`config.mk`:
```
export PLATFORM = sky130hd
export DESIGN_NAME = wuxing_rel_decoder
export DESIGN_NICKNAME = d
export VERILOG_FILES = /design/src/rtl/wuxing_rel_decoder.sv
export SDC_FILE = /design/constraint.sdc
export NUM_CORES = 1
export LEC_CHECK = 0
export ABC_AREA = 0
export BUFFER_PORTS_ARGS = -buffer_cell sky130_fd_sc_hd__buf_4
export CELL_PAD_IN_SITES_DETAIL_PLACEMENT = 1
export CELL_PAD_IN_SITES_GLOBAL_PLACEMENT = 1
export CORE_ASPECT_RATIO = 0.9
export CORE_MARGIN = 2
export CORE_UTILIZATION = 47
export DETAILED_ROUTE_END_ITERATION = 10
export PLACE_DENSITY_LB_ADDON = 0.2
export REMOVE_ABC_BUFFERS = 1
export SETUP_SLACK_MARGIN = 0.3
export SLEW_MARGIN = 0
export SYNTH_ARGS = -nofsm -noshare
export SYNTH_HDL_FRONTEND = slang
export SYNTH_SLANG_ARGS = --single-unit
```
`constraint.sdc`:
```
create_clock -name clk_6Hz -period 11.47 [get_ports clk_6Hz]
set_input_delay 0 -clock clk_6Hz [delete_from_list [all_inputs] [get_ports clk_6Hz]]
set_output_delay 0 -clock clk_6Hz [all_outputs]
set_load 0.03 [all_outputs]
```
`src/rtl/wuxing_rel_decoder.sv`:
```
// WuXing relation decoder: checks relation vectors against element state, scores elements per window,
// and hands out one diagnosis report per window. Define WUXING_PERIOD_EN to enable recurrence-period tracking.
module wuxing_rel_decoder #(
  parameter int WINDOW  = 8,
  parameter int SCORE_W = 6,
  parameter int CNT_W   = 8,
  parameter int STUCK_N = 4
) (
  input  logic                      clk_6Hz,
  input  logic                      rst_n,
  input  logic                      in_valid,
  input  logic [4:0]                state_in,
  input  logic [9:0]                rel_act_in,
  input  logic                      out_ready,
  output logic                      out_valid,
  output logic [2:0]                dom_idx,
  output logic signed [SCORE_W-1:0] dom_score,
  output logic [2:0]                def_idx,
  output logic signed [SCORE_W-1:0] def_score,
  output logic [CNT_W-1:0]          mism_cnt,
  output logic                      stuck,
  output logic [3:0]                period,
  output logic                      ovf
);

  localparam int WIN_W = $clog2(WINDOW);
  localparam int RUN_W = $clog2(STUCK_N + 1);
  localparam logic signed [SCORE_W-1:0] S_MAX = {1'b0, {(SCORE_W-1){1'b1}}};
  localparam logic signed [SCORE_W-1:0] S_MIN = {1'b1, {(SCORE_W-1){1'b0}}};

  typedef enum logic {ACC, HOLD} fsm_t;

  fsm_t                      r_fsm;
  logic [WIN_W-1:0]          r_win_cnt;
  logic [RUN_W-1:0]          r_run;
  logic [4:0]                r_prev_state;
  logic signed [SCORE_W-1:0] r_score [5];
  logic [CNT_W-1:0]          r_mism;
  logic                      r_stuck;

  logic                      w_first;
  logic                      w_last;
  logic                      w_load;
  logic [9:0]                w_exp_rel;
  logic [4:0]                w_inc;
  logic [4:0]                w_dec;
  logic signed [SCORE_W-1:0] w_score_nx [5];
  logic [RUN_W-1:0]          w_run_nx;
  logic [CNT_W-1:0]          w_mism_nx;
  logic                      w_stuck_nx;
  logic [3:0]                w_per_nx;
  logic [2:0]                w_dom_idx;
  logic [2:0]                w_def_idx;
  logic signed [SCORE_W-1:0] w_dom_score;
  logic signed [SCORE_W-1:0] w_def_score;

  assign w_first = (r_win_cnt == '0);
  assign w_last  = (r_win_cnt == WIN_W'(WINDOW - 1));
  assign w_load  = in_valid && w_last && ((r_fsm == ACC) || out_ready);

  assign w_exp_rel = {
    state_in[4] &  state_in[2],
    state_in[2] &  state_in[3],
    state_in[3] &  state_in[1],
    state_in[1] &  state_in[0],
    state_in[0] &  state_in[4],
    state_in[4] & ~state_in[3],
    state_in[3] & ~state_in[0],
    state_in[0] & ~state_in[2],
    state_in[2] & ~state_in[1],
    state_in[1] & ~state_in[4]
  };

  // Element order {Jin, Mu, Shui, Huo, Tu}: Sheng bits raise the target, Ke bits lower it.
  assign w_inc = {rel_act_in[5], rel_act_in[8], rel_act_in[9], rel_act_in[7], rel_act_in[6]};
  assign w_dec = {rel_act_in[0], rel_act_in[4], rel_act_in[2], rel_act_in[1], rel_act_in[3]};

  genvar gi;
  generate
    for (gi = 0; gi < 5; gi++) begin : g_score
      assign w_score_nx[gi] =
        (w_inc[gi] && !w_dec[gi] && (r_score[gi] != S_MAX)) ? r_score[gi] + SCORE_W'(1) :
        (w_dec[gi] && !w_inc[gi] && (r_score[gi] != S_MIN)) ? r_score[gi] - SCORE_W'(1) :
        r_score[gi];
    end
  endgenerate

  assign w_run_nx = (w_first || (state_in != r_prev_state)) ? RUN_W'(1) :
                    (r_run == RUN_W'(STUCK_N))              ? r_run :
                    r_run + RUN_W'(1);
  assign w_stuck_nx = r_stuck || (w_run_nx == RUN_W'(STUCK_N));
  assign w_mism_nx  = ((w_exp_rel != rel_act_in) && (r_mism != {CNT_W{1'b1}})) ?
                      r_mism + CNT_W'(1) : r_mism;

  // Strict comparisons keep the lowest index on ties.
  always_comb begin
    w_dom_idx   = 3'd0;
    w_dom_score = w_score_nx[0];
    w_def_idx   = 3'd0;
    w_def_score = w_score_nx[0];
    for (int i = 1; i < 5; i++) begin
      if (w_score_nx[i] > w_dom_score) begin
        w_dom_idx   = 3'(i);
        w_dom_score = w_score_nx[i];
      end
      if (w_score_nx[i] < w_def_score) begin
        w_def_idx   = 3'(i);
        w_def_score = w_score_nx[i];
      end
    end
  end

`ifdef WUXING_PERIOD_EN
  logic [4:0] r_ref;
  logic [3:0] r_per;

  // r_per == 0 doubles as "not found yet" since a found period is always >= 1.
  always_comb begin
    w_per_nx = r_per;
    if (!w_first && (r_per == 4'd0) && (state_in == r_ref))
      w_per_nx = (32'(r_win_cnt) > 15) ? 4'd15 : 4'(r_win_cnt);
  end
`else
  assign w_per_nx = 4'd0;
  assign period   = 4'd0;
`endif

  always_ff @(posedge clk_6Hz or negedge rst_n) begin
    if (!rst_n) begin
      r_fsm        <= ACC;
      r_win_cnt    <= '0;
      r_run        <= '0;
      r_prev_state <= '0;
      r_mism       <= '0;
      r_stuck      <= 1'b0;
      for (int i = 0; i < 5; i++) r_score[i] <= '0;
      out_valid    <= 1'b0;
      dom_idx      <= '0;
      dom_score    <= '0;
      def_idx      <= '0;
      def_score    <= '0;
      mism_cnt     <= '0;
      stuck        <= 1'b0;
      ovf          <= 1'b0;
`ifdef WUXING_PERIOD_EN
      r_ref        <= '0;
      r_per        <= '0;
      period       <= '0;
`endif
    end else begin
      if (in_valid) begin
        r_prev_state <= state_in;
        r_run        <= w_run_nx;
        if (w_last) begin
          r_win_cnt <= '0;
          r_mism    <= '0;
          r_stuck   <= 1'b0;
          for (int i = 0; i < 5; i++) r_score[i] <= '0;
`ifdef WUXING_PERIOD_EN
          r_per     <= '0;
`endif
        end else begin
          r_win_cnt <= r_win_cnt + WIN_W'(1);
          r_mism    <= w_mism_nx;
          r_stuck   <= w_stuck_nx;
          for (int i = 0; i < 5; i++) r_score[i] <= w_score_nx[i];
`ifdef WUXING_PERIOD_EN
          if (w_first) r_ref <= state_in;
          r_per     <= w_per_nx;
`endif
        end
      end

      if (w_load) begin
        dom_idx   <= w_dom_idx;
        dom_score <= w_dom_score;
        def_idx   <= w_def_idx;
        def_score <= w_def_score;
        mism_cnt  <= w_mism_nx;
        stuck     <= w_stuck_nx;
`ifdef WUXING_PERIOD_EN
        period    <= w_per_nx;
`endif
      end

      case (r_fsm)
        ACC: begin
          if (w_load) begin
            r_fsm     <= HOLD;
            out_valid <= 1'b1;
          end
        end
        HOLD: begin
          // A window closing while the held report is still unclaimed is dropped.
          if (in_valid && w_last) begin
            if (!out_ready) ovf <= 1'b1;
          end else if (out_ready) begin
            r_fsm     <= ACC;
            out_valid <= 1'b0;
          end
        end
        default: begin
          r_fsm     <= ACC;
          out_valid <= 1'b0;
        end
      endcase
    end
  end

endmodule

```
==> impl_results.md <==
* Clk_lat worst skew at 0.36 ns
* Commonest non-fill, non-tap cell in the layout: nand2_1
* Clock Tree Buf Depth at 2
* Ys flop type: dfrtp_1
* Grt total ovfl at 0
* Initial antenna violation count at 0
* Starting DRC count in detailed routing at 355
* DR vias/cell at 6.01
* Critical Path Max Stage Delay at 0.83 ns
* # setup viols final at 0
* GP Congestion at between 0.9 and 1
* WP data arrival at around 10 ns
* Largest net degree at the start of global routing at 70
* Family with the most delay on the worst path: compound AO/OA/AOI/OAI gates
* Global-route wire length before repair at 35000 um
* Number of nets still failing antenna checks after routing at 0
* Synth warn at 0
* Fmax at 102 MHz
* DRC violations left at 0
* Synth Instances at 827
* Average wire per standard cell at 19.5 um
* Gr usage total at 0.274
* WP data required at 11.75 ns
* Fin crit share at 0.851
* Core area at 14200 um^2
* Post_cts resized at 0
* Slew headroom at 0.311
* Clock sink total at 80
* Hpwl dp at 15400 um
* CP max stage cell: a21oi_1
* H-tree depth at 3
* Number of enable flip-flop cells after synthesis at 0
* Clk_skew at a little under 0.008 ns
* Vias in the first global route at between 6k and 7k
* Worst R2R End: dom_score[2]
* Crit path time final at 9.76 ns
* Synth cell types at 80
* Sequential fraction of the synthesis area at 0.291
* Drt first pass iters at 4
* Worst r2r path cells at 38
* Cts bufs inserted at 9
* Fillers at between 1.5k and 2k
* Crit path launch type: flip-flop
* Post-Syn Area at 6880 um^2
* Status: finished, final reports clean
* Final Hold Violating Endpoints at 0
* Die X at approximately 130 um
* Final Max Slew Viols at 0
* Worst r2r src: r_score[21]
* Worst Path Buf+Inv at 0
* N_diodes at 0
* Die boundary height at between 100 and 150 um
* Initial core utilization at 0.486
* FF+latch count, synth at 80
* Worst-Margin Slew at 1.03 ns
* Share of post-route cells with drive strength above 1 at 0.127
* Port-buffer cells at 47
* Worst-path maximum fanout at 13
* Setup CP Type: reg2reg
* Hold crit path type: in2async
* Clock edge transition at the registers on the reported setup and hold paths at 0.07 ns
* Die area at about 16000 um^2
* Async set-or-reset flop fraction in the synthesized netlist at 1.00
* Setup slack, reg-to-reg at 1.71 ns
* Total wire length at approximately 21000 um
* RSZ-0062 raised after global routing: false
* Total number of vias at 6397
* Fin util at 0.549
* Nature of the critical path endpoint: flip-flop
* Num rows at approximately 40
* Ports at 52
* Post-layout nets at 939
* Root Driver: clkbuf_16
* Max cap viols at 0
* P&R area growth vs syn at 12.9%
* Avg Cell Area, Syn at 8.32 um^2
* Fin Setup TNS at 0 ns
* CTS tree: done
* Most frequent cells in the layout: nand2_1 (83), dfrtp_1 (80), inv_1 (67)
==> stage by stage <==
stage / std cells / hold WS [ns] / area (um^2) / worst slack (ns)
floorplan: 797 / -0.296 / 6750 / 3.09
global placement: 1042 / -0.0274 / 7380 / 2.29
detailed placement: 1042 / -0.0235 / 7380 / 1.81
CTS: 1065 / 0.137 / 7770 / 1.79
global route: 1065 / 0.160 / 7770 / 0.887
finish: 1065 / 0.121 / 7770 / 1.71
==> sequential cells by signal, indices dropped and copies added, names as in the netlist, 3 cells and up <==
name and cells:
def_idx 3, r_win_cnt 3, def_score 6, r_mism 8, dom_score 6, r_score 30, mism_cnt 8, r_run 3
r_prev_state 5, dom_idx 3
==> area by class of cell <==
| type | count | area [um^2] | area share |
|---|---|---|---|
| Timing Repair Buffer | 59 | 460 | 0.0593 |
| Clock inverter | 6 | 75.1 | 0.00966 |
| Sequential cell | 80 | 2000 | 0.258 |
| Multi-Input combinational cell | 650 | 4500 | 0.579 |
| Clock buffer | 10 | 239 | 0.0308 |
| Tap cell | 193 | 241 | 0.0311 |
| Inverter | 67 | 251 | 0.0324 |
==> worst register-to-register path: cells and delay by family, from the launching register on <==
family / cells / cell delay (ns)
multiplexers: 2 / 0.75
AO/OA/AOI/OAI: 16 / 4.11
adder cells (fa/ha/maj): 5 / 1.61
flip-flops: 1 / 0.49
AND/OR/NAND/NOR: 15 / 2.75
==> synth_stat cells, types with 14 or more instances <==
cell	count	area (um^2)
nand3_1	25	125
ha_1	53	663
mux2_2	21	236
clkbuf_1	25	93.8
inv_1	67	251
o21ai_1	14	70.1
mux2i_1	17	170
nand2_1	83	312
o21ai_0	52	260
o22ai_1	29	181
nor2_1	57	214
a21oi_1	42	210
nand2b_1	14	87.6
dfrtp_1	80	2000
nor2b_1	16	100
xnor2_1	27	236
==> cells by family after synthesis <==
kind of cell / Yosys count / synth area share
compound gates: 237 / 0.230
xor+xnor: 36 / 0.0458
fa+ha+maj: 54 / 0.0978
buf+inv: 100 / 0.0580
flops: 80 / 0.291
mux: 42 / 0.0673
other cells: 1 / 0.000545
simple gates: 277 / 0.209
==> layer usage <==
metal  wire length [um]  GRT usage  up-vias  part of all wire
met5                  0          0        -                 0
met2               9920      0.468      116              0.48
met4                471     0.0829        0             0.023
met1               9620      0.353     3171              0.46
li1                   -          -     3078                 -
met3                705     0.0515       32             0.034
==> repair_timing <==
action,CTS,global route
setup buffers,0,0
hold buffers,7,0
hold endpoints to repair,35,0
==> worst max path at each step <==
stage / start / cells past startpoint / slack [ns] / endpoint
finish: r_score[21] / 38 / 1.71 / dom_score[2]
global route: r_score[21] / 38 / 0.89 / dom_score[3]
CTS: r_score[21] / 38 / 1.79 / dom_score[2]
detailed placement: r_score[21] / 38 / 1.81 / dom_score[2]
global placement: r_score[21] / 38 / 2.29 / dom_score[0]
floorplan: r_score[18] / 38 / 3.09 / dom_score[0]
Power is left out: the tool's default activity adds up to more than one toggle a clock period on the data nets, which glitch-free logic cannot reach.
